<file path="src/rtl/mem_access_ctrl_pkg.sv">
// Shared LC-3 memory-access definitions: op encodings, sequencer states and
// condition-code helpers, also reused by the register-file CC logic.
package lc3_mem_pkg;

    localparam int LC3_ADDR_W = 16;
    localparam int LC3_DATA_W = 16;

    localparam logic [1:0] OP_LOAD      = 2'b00;
    localparam logic [1:0] OP_STORE     = 2'b01;
    localparam logic [1:0] OP_LOAD_IND  = 2'b10;
    localparam logic [1:0] OP_STORE_IND = 2'b11;

    typedef enum logic [1:0] {
        ST_IDLE   = 2'b00,
        ST_PTR    = 2'b01,
        ST_ACCESS = 2'b10,
        ST_DONE   = 2'b11
    } state_t;

    localparam logic [2:0] NZP_N = 3'b100;
    localparam logic [2:0] NZP_Z = 3'b010;
    localparam logic [2:0] NZP_P = 3'b001;

    function automatic logic [2:0] calc_nzp(input logic [LC3_DATA_W-1:0] word);
        if (word[LC3_DATA_W-1]) return NZP_N;
        if (word == '0)         return NZP_Z;
        return NZP_P;
    endfunction

endpackage

</file>
<file path="src/rtl/mem_access_ctrl_if.sv">
// Execute-side request/response and data-memory port of the load/store sequencer.
// Handshake: start is taken only while busy=0; each accepted request ends with
// exactly one done pulse (unless reset aborts it); no requests are queued.
interface mem_access_ctrl_if #(
    parameter int ADDR_W = 16,
    parameter int DATA_W = 16
);
    logic              start;
    logic [1:0]        op;
    logic [ADDR_W-1:0] ea;
    logic [DATA_W-1:0] st_data;
    logic              busy;
    logic              done;
    logic [DATA_W-1:0] load_data;
    logic [2:0]        nzp;
    logic              mem_read;
    logic              mem_write;
    logic [ADDR_W-1:0] addr;
    logic [DATA_W-1:0] write_data;
    logic [DATA_W-1:0] read_data;

    modport slave (
        input  start, op, ea, st_data, read_data,
        output busy, done, load_data, nzp, mem_read, mem_write, addr, write_data
    );

    modport master (
        output start, op, ea, st_data, read_data,
        input  busy, done, load_data, nzp, mem_read, mem_write, addr, write_data
    );
endinterface

</file>
<file path="src/rtl/mem_access_ctrl.sv">
// LC-3 load/store sequencer: direct ops take one memory access, LDI/STI first
// fetch the pointer word and then access the address it holds.
module mem_access_ctrl
    import lc3_mem_pkg::*;
#(
    parameter int ADDR_W = LC3_ADDR_W,
    parameter int DATA_W = LC3_DATA_W
) (
    input  logic               clk,
    input  logic               rst_n,
    mem_access_ctrl_if.slave   bus,
    output state_t             state_dbg_o
);

    state_t            state_q,     state_d;
    logic [1:0]        op_q,        op_d;
    logic [ADDR_W-1:0] ea_q,        ea_d;
    logic [ADDR_W-1:0] addr_q,      addr_d;
    logic [DATA_W-1:0] st_q,        st_d;
    logic [DATA_W-1:0] load_data_q, load_data_d;
    logic [2:0]        nzp_q,       nzp_d;

    always_ff @(posedge clk or negedge rst_n) begin
        if (!rst_n) begin
            state_q     <= ST_IDLE;
            op_q        <= '0;
            ea_q        <= '0;
            addr_q      <= '0;
            st_q        <= '0;
            load_data_q <= '0;
            nzp_q       <= NZP_Z;
        end else begin
            state_q     <= state_d;
            op_q        <= op_d;
            ea_q        <= ea_d;
            addr_q      <= addr_d;
            st_q        <= st_d;
            load_data_q <= load_data_d;
            nzp_q       <= nzp_d;
        end
    end

    // Memory-side outputs are decoded from registered state only, so a
    // reset drops mem_write before the pending edge can commit it.
    always_comb begin
        state_d        = state_q;
        op_d           = op_q;
        ea_d           = ea_q;
        addr_d         = addr_q;
        st_d           = st_q;
        load_data_d    = load_data_q;
        nzp_d          = nzp_q;
        bus.mem_read   = 1'b0;
        bus.mem_write  = 1'b0;
        bus.addr       = '0;
        bus.write_data = '0;
        bus.done       = 1'b0;

        case (state_q)
            ST_IDLE: begin
                if (bus.start) begin
                    op_d    = bus.op;
                    ea_d    = bus.ea;
                    addr_d  = bus.ea;
                    st_d    = bus.st_data;
                    state_d = bus.op[1] ? ST_PTR : ST_ACCESS;
                end
            end
            ST_PTR: begin
                bus.mem_read = 1'b1;
                bus.addr     = ea_q;
                addr_d       = bus.read_data;
                state_d      = ST_ACCESS;
            end
            ST_ACCESS: begin
                bus.addr = addr_q;
                if (op_q[0]) begin
                    bus.mem_write  = 1'b1;
                    bus.write_data = st_q;
                end else begin
                    bus.mem_read = 1'b1;
                    load_data_d  = bus.read_data;
                    nzp_d        = calc_nzp(bus.read_data);
                end
                state_d = ST_DONE;
            end
            ST_DONE: begin
                bus.done = 1'b1;
                state_d  = ST_IDLE;
            end
            default: state_d = ST_IDLE;
        endcase
    end

    assign bus.busy      = (state_q != ST_IDLE);
    assign bus.load_data = load_data_q;
    assign bus.nzp       = nzp_q;
    assign state_dbg_o   = state_q;

endmodule

</file>
<file path="src/flat_wrapper.sv">
// flat-port wrapper written by rule: the top's interface ports become plain ports
module mem_access_ctrl_flat import lc3_mem_pkg::*;
#(
    parameter int ADDR_W = LC3_ADDR_W,
    parameter int DATA_W = LC3_DATA_W
)
  (clk, rst_n, state_dbg_o, bus_start, bus_op, bus_ea, bus_st_data, bus_read_data, bus_busy, bus_done, bus_load_data, bus_nzp, bus_mem_read, bus_mem_write, bus_addr, bus_write_data);
  mem_access_ctrl_if #(.ADDR_W(ADDR_W), .DATA_W(DATA_W)) bus_i ();
  input  logic clk;
  input  logic rst_n;
  output state_t state_dbg_o;
  input wire logic [$bits(bus_i.start)-1:0] bus_start;
  input wire logic [$bits(bus_i.op)-1:0] bus_op;
  input wire logic [$bits(bus_i.ea)-1:0] bus_ea;
  input wire logic [$bits(bus_i.st_data)-1:0] bus_st_data;
  input wire logic [$bits(bus_i.read_data)-1:0] bus_read_data;
  output wire logic [$bits(bus_i.busy)-1:0] bus_busy;
  output wire logic [$bits(bus_i.done)-1:0] bus_done;
  output wire logic [$bits(bus_i.load_data)-1:0] bus_load_data;
  output wire logic [$bits(bus_i.nzp)-1:0] bus_nzp;
  output wire logic [$bits(bus_i.mem_read)-1:0] bus_mem_read;
  output wire logic [$bits(bus_i.mem_write)-1:0] bus_mem_write;
  output wire logic [$bits(bus_i.addr)-1:0] bus_addr;
  output wire logic [$bits(bus_i.write_data)-1:0] bus_write_data;
  assign bus_i.start = bus_start;
  assign bus_i.op = bus_op;
  assign bus_i.ea = bus_ea;
  assign bus_i.st_data = bus_st_data;
  assign bus_i.read_data = bus_read_data;
  assign bus_busy = bus_i.busy;
  assign bus_done = bus_i.done;
  assign bus_load_data = bus_i.load_data;
  assign bus_nzp = bus_i.nzp;
  assign bus_mem_read = bus_i.mem_read;
  assign bus_mem_write = bus_i.mem_write;
  assign bus_addr = bus_i.addr;
  assign bus_write_data = bus_i.write_data;
  mem_access_ctrl #(.ADDR_W(ADDR_W), .DATA_W(DATA_W)) u_core (.clk(clk), .rst_n(rst_n), .bus(bus_i), .state_dbg_o(state_dbg_o));
endmodule
</file>
<file path="config.mk">
export PLATFORM = sky130hd
export DESIGN_NAME = mem_access_ctrl_flat
export DESIGN_NICKNAME = d
export VERILOG_FILES = /design/src/rtl/mem_access_ctrl_pkg.sv /design/src/rtl/mem_access_ctrl_if.sv /design/src/rtl/mem_access_ctrl.sv /design/src/flat_wrapper.sv
export SDC_FILE = /design/constraint.sdc
export NUM_CORES = 1
export LEC_CHECK = 0
export ABC_AREA = 0
export BUFFER_PORTS_ARGS = -buffer_cell sky130_fd_sc_hd__buf_2
export CORE_ASPECT_RATIO = 0.6
export CORE_MARGIN = 5
export CORE_UTILIZATION = 54
export DETAILED_ROUTE_END_ITERATION = 7
export PLACE_DENSITY_LB_ADDON = 0.2
export SYNTH_ARGS = -nofsm -noshare
export SYNTH_HDL_FRONTEND = slang
export SYNTH_SLANG_ARGS = --single-unit
</file>
<file path="constraint.sdc">
create_clock -name clk -period 4.05 [get_ports clk]
set_input_delay 1.0125 -clock clk [delete_from_list [all_inputs] [get_ports clk]]
set_output_delay 1.0125 -clock clk [all_outputs]
set_load 0.05 [all_outputs]
</file>
==> metrics.md <==
| Metric | Value |
|---|---|
| IO Port Bufs | `about 110` |
| Routed vias | `about 2400` |
| Gate Count Post-Synth | `265` |
| GR Util All Layers | `between 20% and 30%` |
| Share of layout cells above drive strength 1 | `48.4%` |
| Simple-gate portion of the synthesized area | `between 10% and 20%` |
| DRT antenna net count | `0` |
| Die width | `110 µm` |
| Max-slew headroom | `39.4%` |
| Clock Skew | `0.00671 ns` |
| Vias in the first global route | `2545` |
| Grt ovf | `0` |
| Antenna cell count | `0` |
| Starting Density | `57.1%` |
| Final setup fails | `0` |
| Chip height | `between 70 and 80 µm` |
| Mapped Area | `3250 µm²` |
| CTS tree | `done` |
| CTS H-tree depth | `3` |
| Clock Latency Late Sink | `roughly 0.34 ns` |
| Synth Area in Compound Gates | `7.50%` |
| Worst-margin pin slew | `about 0.91 ns` |
| Largest family of logic cells by synthesized area | `multiplexers` |
| Drt via density | `about 5.3` |
| Synth Area in XOR/XNOR | `0%` |
| Max Clock Freq | `between 0.3 and 0.4 GHz` |
| #FFs+latches synth | `slightly below 70` |
| CP Capture Type | `primary output` |
| Critical path fanouts, max | `21` |
| Drt wl/cell | `about 16 µm` |
| Setup crit start kind | `flip-flop` |
| Tmin final | `3.28 ns` |
| Post-CTS Hold Buffers | `0` |
| Yosys cell types | `29` |
| Final net count | `430` |
| Clock buffer depth | `2` |
| Final Slew Violations | `0` |
| Ys Warns | `0` |
| Num ports | `between 100 and 150` |
| Largest net degree at the start of global routing | `43` |
| Reg-to-reg startpoint | `u_core.state_dbg_o[0]` |
| Critical path class | `flip-flop to primary output` |
| Critical Path Start | `u_core.state_dbg_o[1]` |
| Syn_nets | `324` |
| First-pass GRT wire length | `between 10 and 15 mm` |
| Worst hold start | `u_core.bus.nzp[1]` |
| Die area | `7730 µm²` |
| Post_cts resized | `0` |
| Fin crit share | `81.0%` |
| Setup TNS | `0 ns` |
| Max-Cap Viols | `0` |
| CTS buffer count | `9` |
| Clk slew on worst S/H paths | `approximately 0.08 ns` |
| Final hold vios | `0` |
| Clk root buf | `clkbuf_8` |
| Worst EP required | `about 3.0 ns` |
| DRC violations left | `0` |
| Most common cell after layout, fill and taps aside | `buf_2` |
| Hold Crit Class | `flip-flop to flip-flop` |
| DRC marker count from the first detailed-route iteration | `79` |
| Avg Cell Area, Syn | `12.3 µm²` |
| Drt pass-1 iters | `4` |
| Post-CTS Setup Inserts | `0` |
| Commonest cells after routing, fill and taps aside | `109 x buf_2, 68 x dfrtp_1, 48 x mux2_2, 20 x nand2_1` |
| Status | `completed` |
| RSZ-0062 raised after global routing | `false` |
| Cell Rows | `21` |
| Post-synthesis mux area share | `between 20% and 30%` |
| Register area share after synthesis | `53.1%` |
| Initial antenna violation count | `0` |
| Worst path arrival time | `around 2.3 ns` |
| Synth Area in Adders | `approximately 2.3%` |
| Sink Count | `69` |
| Routability cong. | `between 0.8 and 0.9` |
| Filler instances | `between 400 and 500` |
| Area growth, synth to finish | `24.3%` |
| Dpl hpwl | `between 5 and 6 mm` |
| CORE AREA | `5700 µm²` |
| Drt total wl | `7.52 mm` |
==> area by class of cell <==
class / count / area, µm² / area share (%)
clock buffer: 10 / 138 / 3.40
clock inverter: 6 / 86.3 / 2.13
inverter: 5 / 18.8 / 0.464
multi-input combinational: 173 / 1400 / 34.6
sequential: 69 / 1730 / 42.7
tap: 80 / 100 / 2.48
timing repair buffer: 113 / 576 / 14.2
==> worst max-delay path, stage by stage, from the launching register on <==
cell,delay [ns]
dfrtp_1,0.44
inv_1,0.13
ha_2,0.43
buf_4,0.36
a22oi_1,0.12
nor2b_1,0.15
buf_2,0.28
==> synth_stat cells <==
cell type / n / area (µm²)
mux2i_1: 17 / 170
clkbuf_2: 1 / 5.00
nor4_1: 4 / 25.0
dfstp_2: 1 / 26.3
buf_6: 4 / 45.0
a21oi_1: 1 / 5.00
inv_1: 5 / 18.8
nand4_1: 1 / 6.26
a21boi_0: 1 / 7.51
clkbuf_4: 1 / 7.51
a22o_1: 1 / 8.76
and2_1: 1 / 6.26
o21ai_0: 12 / 60.1
ha_1: 6 / 75.1
buf_4: 3 / 22.5
nand2_1: 20 / 75.1
mux2_2: 48 / 541
and3_1: 16 / 100
buf_2: 5 / 25.0
clkbuf_1: 4 / 15.0
nor2b_1: 17 / 106
a22oi_1: 16 / 120
nand2_2: 1 / 6.26
o21ai_1: 7 / 35.0
nor2_1: 1 / 3.75
dfrtp_1: 68 / 1700
mux2i_2: 1 / 13.8
nand2b_4: 1 / 13.8
o31ai_1: 1 / 7.51
==> per-layer routing <==
| layer | share of wire, % | up-vias | wire length [µm] | global-route usage [%] |
|---|---|---|---|---|
| met5 | 0 | - | 0 | 0 |
| met4 | 1.0 | 0 | 78 | 5.60 |
| met3 | 6.9 | 9 | 517 | 6.72 |
| met2 | 46 | 67 | 3480 | 32.3 |
| met1 | 46 | 1193 | 3440 | 28.1 |
| li1 | - | 1158 | - | - |
==> kinds of logic after synthesis <==
family	after synthesis
muxes	66
DFF	69
buffers and inverters	23
and+or+nand+nor	62
AOI/OAI and AO/OA	39
adders and majority gates	6
==> flip-flops by register name, indices dropped and copies added, names as in the netlist <==
name and count:
u_core.bus.load_data 15, u_core.op_q 1, u_core.state_dbg_o 2, u_core.st_q 16, u_core.bus.nzp 3, u_core.addr_q 16, u_core.ea_q 16
==> final timing paths <==
| kind | to | slack (ns) | cells after the start |
|---|---|---|---|
| hold reg to reg | u_core.bus.nzp[1] | 0.48 | 2 |
| hold / removal | u_core.bus.nzp[1] | 0.48 | 2 |
| setup reg to reg | u_core.addr_q[6] | 2.02 | 4 |
| setup / recovery | bus_addr[2] | 0.77 | 6 |
| max in group asynchronous | u_core.st_q[11] | 2.34 | 2 |
| min in group asynchronous | u_core.addr_q[15] | 0.80 | 1 |
==> per-stage QoR <==
step                      cell area (µm²)  utilization [%]  setup slack, ns  hold slack, ns  std cells
after floorplan                      3250                -            0.587           0.451        265
after global placement               3820             67.0             1.22           0.461        440
after detailed placement             3820             67.0             1.16           0.470        440
after CTS                            4040             70.9            0.771           0.481        456
after global routing                 4040             70.9            0.623           0.502        456
final                                4040             70.9            0.770           0.480        456
Power is left out: the tool's default activity adds up to more than one toggle a clock period on the data nets, which glitch-free logic cannot reach.
